**src/rtl/calc_port_sequencer.sv**
```systemverilog
// Request sequencer in front of one calculator port: buffers whole operations in a FIFO,
// issues them with the two-cycle command/operand protocol and returns results in order.
module calc_port_sequencer #(
  parameter int DEPTH   = 4,
  parameter int DATA_W  = 32,
  parameter int TIMEOUT = 255
) (
  input  logic              clk,
  input  logic              reset,
  input  logic              cmd_valid,
  output logic              cmd_ready,
  input  logic [3:0]        cmd_op,
  input  logic [DATA_W-1:0] cmd_op1,
  input  logic [DATA_W-1:0] cmd_op2,
  output logic [3:0]        req_cmd_in,
  output logic [DATA_W-1:0] req_data_in,
  input  logic [1:0]        out_resp,
  input  logic [DATA_W-1:0] out_data,
  output logic              rsp_valid,
  input  logic              rsp_ready,
  output logic [1:0]        rsp_code,
  output logic [DATA_W-1:0] rsp_data,
  output logic [3:0]        rsp_op,
  output logic              busy
);

  localparam int AW = $clog2(DEPTH);
  localparam int CW = $clog2(DEPTH + 1);
  localparam int TW = $clog2(TIMEOUT + 1);

  typedef enum logic [2:0] {IDLE, SEND1, SEND2, WAIT, HOLD} state_t;

  state_t              state_q;
  logic [3:0]          fifo_op_q [DEPTH];
  logic [DATA_W-1:0]   fifo_a_q  [DEPTH];
  logic [DATA_W-1:0]   fifo_b_q  [DEPTH];
  logic [AW-1:0]       wr_ptr_q, rd_ptr_q;
  logic [CW-1:0]       count_q, count_d;
  logic                cmd_ready_q;
  logic [TW-1:0]       cnt_q;
  logic [3:0]          op_q;
  logic [DATA_W-1:0]   op2_q;
  logic [3:0]          req_cmd_q;
  logic [DATA_W-1:0]   req_data_q;
  logic                rsp_valid_q;
  logic [1:0]          rsp_code_q;
  logic [DATA_W-1:0]   rsp_data_q;
  logic [3:0]          rsp_op_q;

  logic                push, pop, head_ok;
  logic [3:0]          head_op;
  logic [DATA_W-1:0]   head_a, head_b;

  // cmd_ready is registered and already low when full, so a push is never granted into a full FIFO.
  assign push    = cmd_valid && cmd_ready_q;
  assign pop     = (state_q == IDLE) && (count_q != '0);
  assign head_op = fifo_op_q[rd_ptr_q];
  assign head_a  = fifo_a_q[rd_ptr_q];
  assign head_b  = fifo_b_q[rd_ptr_q];
  assign head_ok = (head_op == 4'd1) || (head_op == 4'd2) || (head_op == 4'd5) || (head_op == 4'd6);

  always_comb begin
    // NOTE: default assignment first so every path drives count_d and no latch is inferred.
    count_d = count_q;
    if (push && !pop)      count_d = count_q + 1'b1;
    else if (!push && pop) count_d = count_q - 1'b1;
  end

  // NOTE: storage array has no reset; the pointers and count alone define which entries are live.
  always_ff @(posedge clk) begin
    if (push) begin
      fifo_op_q[wr_ptr_q] <= cmd_op;
      fifo_a_q[wr_ptr_q]  <= cmd_op1;
      fifo_b_q[wr_ptr_q]  <= cmd_op2;
    end
  end

  // NOTE: sequential state uses non-blocking assignments so every register samples pre-edge values.
  always_ff @(posedge clk or posedge reset) begin
    if (reset) begin
      state_q     <= IDLE;
      wr_ptr_q    <= '0;
      rd_ptr_q    <= '0;
      count_q     <= '0;
      cmd_ready_q <= 1'b1;
      cnt_q       <= '0;
      op_q        <= 4'd0;
      op2_q       <= '0;
      req_cmd_q   <= 4'd0;
      req_data_q  <= '0;
      rsp_valid_q <= 1'b0;
      rsp_code_q  <= 2'd0;
      rsp_data_q  <= '0;
      rsp_op_q    <= 4'd0;
    end else begin
      count_q     <= count_d;
      cmd_ready_q <= (count_d != CW'(DEPTH));
      if (push) wr_ptr_q <= wr_ptr_q + 1'b1;
      if (pop)  rd_ptr_q <= rd_ptr_q + 1'b1;

      case (state_q)
        IDLE: begin
          if (pop) begin
            op_q  <= head_op;
            op2_q <= head_b;
            if (head_ok) begin
              state_q    <= SEND1;
              req_cmd_q  <= head_op;
              req_data_q <= head_a;
            end else begin
              // Unsupported opcode never reaches the port; report it as an error straight away.
              state_q     <= HOLD;
              rsp_valid_q <= 1'b1;
              rsp_code_q  <= 2'd2;
              rsp_data_q  <= '0;
              rsp_op_q    <= head_op;
            end
          end
        end
        SEND1: begin
          state_q    <= SEND2;
          req_cmd_q  <= 4'd0;
          req_data_q <= op2_q;
        end
        SEND2: begin
          state_q    <= WAIT;
          req_data_q <= '0;
          cnt_q      <= '0;
        end
        WAIT: begin
          if (out_resp != 2'd0) begin
            state_q     <= HOLD;
            rsp_valid_q <= 1'b1;
            rsp_code_q  <= out_resp;
            rsp_data_q  <= out_data;
            rsp_op_q    <= op_q;
          end else if (cnt_q == TW'(TIMEOUT - 1)) begin
            state_q     <= HOLD;
            rsp_valid_q <= 1'b1;
            rsp_code_q  <= 2'd3;
            rsp_data_q  <= '0;
            rsp_op_q    <= op_q;
          end else begin
            cnt_q <= cnt_q + 1'b1;
          end
        end
        HOLD: begin
          if (rsp_ready) begin
            state_q     <= IDLE;
            rsp_valid_q <= 1'b0;
          end
        end
        default: state_q <= IDLE;
      endcase
    end
  end

  assign cmd_ready   = cmd_ready_q;
  assign req_cmd_in  = req_cmd_q;
  assign req_data_in = req_data_q;
  assign rsp_valid   = rsp_valid_q;
  assign rsp_code    = rsp_code_q;
  assign rsp_data    = rsp_data_q;
  assign rsp_op      = rsp_op_q;
  assign busy        = (state_q != IDLE) || (count_q != '0);

endmodule

```
**config.mk**
```make
export PLATFORM = sky130hd
export DESIGN_NAME = calc_port_sequencer
export DESIGN_NICKNAME = d
export VERILOG_FILES = /design/src/rtl/calc_port_sequencer.sv
export SDC_FILE = /design/constraint.sdc
export NUM_CORES = 1
export LEC_CHECK = 0
export CAP_MARGIN = 25
export CORE_MARGIN = 4
export CORE_UTILIZATION = 45
export DETAILED_ROUTE_END_ITERATION = 12
export PLACE_DENSITY = 0.7
export SLEW_MARGIN = 20
export SYNTH_ARGS = -nofsm -noshare
export SYNTH_HDL_FRONTEND = slang
export SYNTH_SLANG_ARGS = --single-unit
```
**constraint.sdc**
```tcl
create_clock -name clk -period 4.5 [get_ports clk]
set_input_delay 0.675 -clock clk [delete_from_list [all_inputs] [get_ports clk]]
set_output_delay 0.675 -clock clk [all_outputs]
set_load 0.02 [all_outputs]
```
---- Word level (Yosys, flattened, before mapping) ----
Memories as Yosys holds them, arrays and structs flattened. A register that Yosys moved wholly into a read port is not among the register bits.
Cells that the tools add are included.
Widths: inputs -> output; s select.
word-level totals
  register bits after elaboration ......... 98
  bits in writable memories ............... 272
  input port bits ......................... 106
  memories ................................ 3
memory list
  name       depth  bits a word  rd ports  clocked after memory_dff  write ports  line  text
  fifo_a_q   4      32           1         0                         1            35    logic [DATA_W-1:0] fifo_a_q [DEPTH];
  fifo_b_q   4      32           1         1                         1            36    logic [DATA_W-1:0] fifo_b_q [DEPTH];
  fifo_op_q  4      4            1         0                         1            34    logic [3:0] fifo_op_q [DEPTH];
operators by class
  add/subtract/negate cells ............... 5
  eq/ne operators ......................... 17
  muxes and demuxes ....................... 40
  reduce and logical (&&, ||, !) cells .... 26
operators with widths
  cell                 number
  $mux 32              6
  $pmux 32 s3          1
  $pmux 32 s2          1
  $mux 4               6
  $mux 3               7
  $mux 8               2
  $pmux 4 s2           2
  $pmux 8 s2           1
  $pmux 3 s5           1
  $ne 2x2->1 const B   6
  $reduce_and 3->1     4
  $reduce_bool 3->1    4
  $add 8x1->8 const B  1
  $eq 4x3->1 const B   2
  $eq 8x8->1 const B   1
  $mux 2               4
  $reduce_bool 2->1    4
  $mux 1               7
  $eq 3x2->1 const B   2
  $ne 3x3->1 const B   2
  $reduce_and 5->1     1
  $add 2x1->2 const B  2
  $eq 4x1->1 const B   1
  $eq 4x2->1 const B   1
  other kinds (12)     19

---- Longest topological paths before layout ----
An unclocked memory read counts as a cell.
  depth after elaboration ................. 8
  depth in mapped cells ................... 9
  depth with buffers taken out ............ 7

---- Worst setup path before layout ----
No wires, ideal clock.
  path kind ............................... input to register
  start ................................... input port cmd_valid
  end ..................................... memory fifo_a_q[0][0] (enable)
  arrival ................................. 2.324 ns
  required time ........................... 4.066 ns
  setup slack ............................. 1.743 ns
  stages .................................. 1
  path buffers ............................ 0
  cells stage by stage .................... and3_1
on the way
  word-level cells in the longest chain between the ends .. 3
ends and longest elaborated chain
  what                          line  text
  start, declared               10    input logic cmd_valid,
  $logic_and 1x1->1             55    assign push = cmd_valid && cmd_ready_q;
  $mux 1                        71    if (push) begin
  $mux 1 (implied by the code)  73    fifo_a_q[wr_ptr_q] <= cmd_op1;
  end, declared                 35
Every way passes these cells.

---- Final worst setup path ----
  start ................................... register rd_ptr_q[0]
  end ..................................... register req_data_q[29], in the netlist req_data_in[29]
on the way
  word-level cells in the longest chain between the ends .. 7
  elaborated cells on any way between the ends .. 14
  classes of those cells .................. eq/ne (5); mux (3); reduce/logical (4); memory (2)
ends and longest elaborated chain
  what                                             line  text
  start, declared                                  37    logic [AW-1:0] wr_ptr_q, rd_ptr_q;
  start signal, assigned                           99    if (pop) rd_ptr_q <= rd_ptr_q + 1'b1;
  $mem_v2 4x4                                      n/a
  $eq 4x1->1 / $eq 4x2->1 (equally long branches)  60    assign head_ok = (head_op == 4'd1) || (head_op == 4'd2) || (head_op == 4'd5) || (head_op == 4'd6);
  $logic_or 1x1->1 (3 in series)                   60
  $ne 2x2->1 (no line)                             n/a
  $reduce_and 3->1 (no line)                       n/a
  end signal, assigned                             123   req_data_q <= op2_q;
  end, declared                                    44    logic [DATA_W-1:0] req_data_q;
Parallel ways exist; a longest one is shown, timed or not. The select of a mux whose other input is x is not followed.
A chain may end at the register's enable or synchronous reset.

==> results.cfg <==
[global_routing]
grt_pass1_vias = 8581
grt.overflow.total = 0
track_usage_pct = 17.7
grt_antenna_before_repair = 2
grt_first_pass_wirelength_mm = 50.2
grt_max_degree = 90

[critical_path]
r2r_setup_slack_ns = 1.35
r2r_start = rd_ptr_q[0]
cp_max_fo = 33
end_kind = flip-flop
crit_family = flip-flops
worstPathRequired_ns = 4.90
r2r-end = req_data_in[29]
arrival_ns = 3.55
crit_slowest_cell = dfrtp_4
path_class = flip-flop to flip-flop
crit_buf_inv = 1
worstSetupStartpointType = flip-flop
r2r_cells = 6
critical_path.cell_chain = mux4_2, xor2_1, nand4_1, buf_4, nand2_2, a2bb2oi_1
critical_path.max_stage_delay_ns = 0.73

[layout]
final_cells = 1503
areaGrowthSynthToFinish_pct = 24.3
layout_commonest_cell = edfxtp_1
drive_gt1_share_pct = 18.7
fill_cells = 2563
fin_nets = 1135
final_cell_mix = 272 x edfxtp_1, 182 x clkdlybuf4s50_1, 127 x dfrtp_1

[cts]
htreeDepth = 2
clk_pin_slew_ns = 0.06
post-cts-setup-buffers = 0
clock_sinks = 402
ctsResizeCount = 0
cts-root-buf = clkbuf_16
hold_buffers = 0
cts_inserted_buffers = 42
cts_tree = built
clk_latency_ns = 0.54
clk_path_buf_depth = 3

[floorplanning]
fp.dieH_um = 193
core_um2 = 33600
start_util_pct = 45.6
die_area_um2 = 37100
io_pins = 183
dieWidth_um = 193
row_count = 67

[sta]
hold_ws_ns = 0.487
tightest_slew_ns = 1.02
maxSlewHeadroom_pct = 31.9
hold_viol_final = 0
final.setup_skew_ns = 0.0170
rsz0062_at_grt = no
fmax_mhz = 317
tns_ns = 0
post-route-period-util_pct = 70.1
timing.final.crit_period_ns = 3.15
slew_viol_final = 0
setup_viol = 0

[pwr]
p_leak_uw = 0.00684
p_per_area_nw_per_um2 = 705
max-vdd-ir-drop_v = 0.000396
p_total_uw = 13400

[synth]
ys_seq_area_share_pct = 74.5
yosys_warnings = 0
synth_cell_types = 50
yosys_most_used_dff = edfxtp_1
yosysTopAreaCellShare_pct = 53.3
syn-num-nets = 938
syn_inst = 823
syn_area_per_cell_um2 = 18.6
synthesis.area_um2 = 15300
yosysTopAreaCell = edfxtp_1
ys_ff_latch = 402
synth-edff-count = 272
synth_area_leaders = edfxtp_1 53%, dfrtp_1 21%, mux4_2 10%
async_flop_share_pct = 32.3

[routing]
dr.pass1.iters = 5
drt_iter0_markers = 451
wirelength_mm = 33.0
drc = 0
ant_nets = 0
detail_route.wl_per_cell_um = 22.0
viasPerCell = 5.47
num_vias = 8222

[place]
place_congestion = 0.754
placed_cells = 1424
dp_hpwl_mm = 19.7
portBuffers = 182

[min_path]
min-delay-start = rsp_code[0]
hp-class = flip-flop to flip-flop
whs_path_depth = 1
hold-path-endpoint = rsp_code[0]

[run_status]
status = finished clean

[run]
maxCapViolations = 0
## through the flow
stage               utilization (%)  setup slack (ns)  area, um2
detailed placement             52.6              1.35      17700
CTS                            56.7              1.34      19100
floorplan                         -             0.357      15300
global route                   56.7              1.16      19100
finish                         56.7              1.35      19100
global placement               52.6              1.37      17700
## synthesized netlist by cell type (2+ instances only)
cell and count:
ha_1 9, nor3b_1 3, nor4_1 2, buf_2 15, nand4_1 3, nand2_1 46
o211ai_1 3, or2_2 2, o2bb2ai_1 4, a21oi_1 4, clkbuf_1 26, o31ai_1 3
and2_1 4, xor2_1 7, edfxtp_1 272, mux2i_1 4, dfrtp_1 129, a22o_1 32
inv_1 12, buf_6 3, nor3_1 4, a2bb2oi_1 33, and3_1 7, mux2_2 36
mux4_2 68, xnor2_1 6, nand3_1 3, a32oi_1 2, o21ai_0 39, a21o_1 2
nor2_1 21
## area by class of cell
type                            count  area, um2  area share [%]
Antenna cell                        1       2.50          0.0131
Clock buffer                       62       1210            6.34
Clock inverter                     16        146           0.768
Inverter                           12       50.0           0.263
Multi-Input combinational cell    364       3700            19.4
Sequential cell                   402      11400            60.0
Tap cell                          448        561            2.94
Timing Repair Buffer              198       1960            10.3
## worst reg2reg max path, delay by kind of cell (launching register included)
kind	cells	cell delay, ns
simple gates	2	0.71
mux	1	0.63
compound gates	1	0.35
flops	1	0.73
xor+xnor	1	0.22
buf+inv	1	0.39
## worst max path at each step
stage	startpoint	end	slack, ns	depth (start not counted)
after floorplan	reset	cnt_q[0]	0.36	1
after global placement	rd_ptr_q[0]	req_data_in[26]	1.37	6
after detailed placement	rd_ptr_q[0]	req_data_in[26]	1.35	6
after CTS	rd_ptr_q[0]	req_data_in[26]	1.34	6
after global routing	rd_ptr_q[0]	req_data_in[29]	1.16	6
final	rd_ptr_q[0]	req_data_in[29]	1.35	6
## where the power goes
part / switching, uW / total [uW] / internal [uW]
Sequential: 526 / 5520 / 5000
Combinational: 2360 / 4550 / 2190
Clock: 1380 / 3370 / 1990
Total: 4260 / 13400 / 9180
## state kept, by name (all words and copies together), names as in the netlist
name / cells
rsp_code: 2
rsp_data: 32
rd_ptr_q: 2
req_cmd_in: 4
cnt_q: 8
fifo_a_q: 128
op2_q: 32
count_q: 3
req_data_in: 32
cmd_ready: 1
rsp_valid: 1
wr_ptr_q: 2
rsp_op: 4
fifo_b_q: 128
op_q: 4
state_q: 3
fifo_op_q: 16
## layer usage
metal,wire [um],vias up,GRT usage (%)
met1,14200,4283,23.7
met4,559,4,4.09
li1,-,3663,-
met3,1980,50,4.00
met2,16300,222,29.9
met5,27,-,0
## cell families after synthesis
family | Yosys count | synth area share [%]
compound gates | 133 | 6.45
xor+xnor | 13 | 0.742
fa+ha+maj | 9 | 0.734
buf+inv | 57 | 1.66
flops | 402 | 74.5
mux | 108 | 12.9
simple gates | 101 | 3.04
Power figures use the tool's default switching activity.
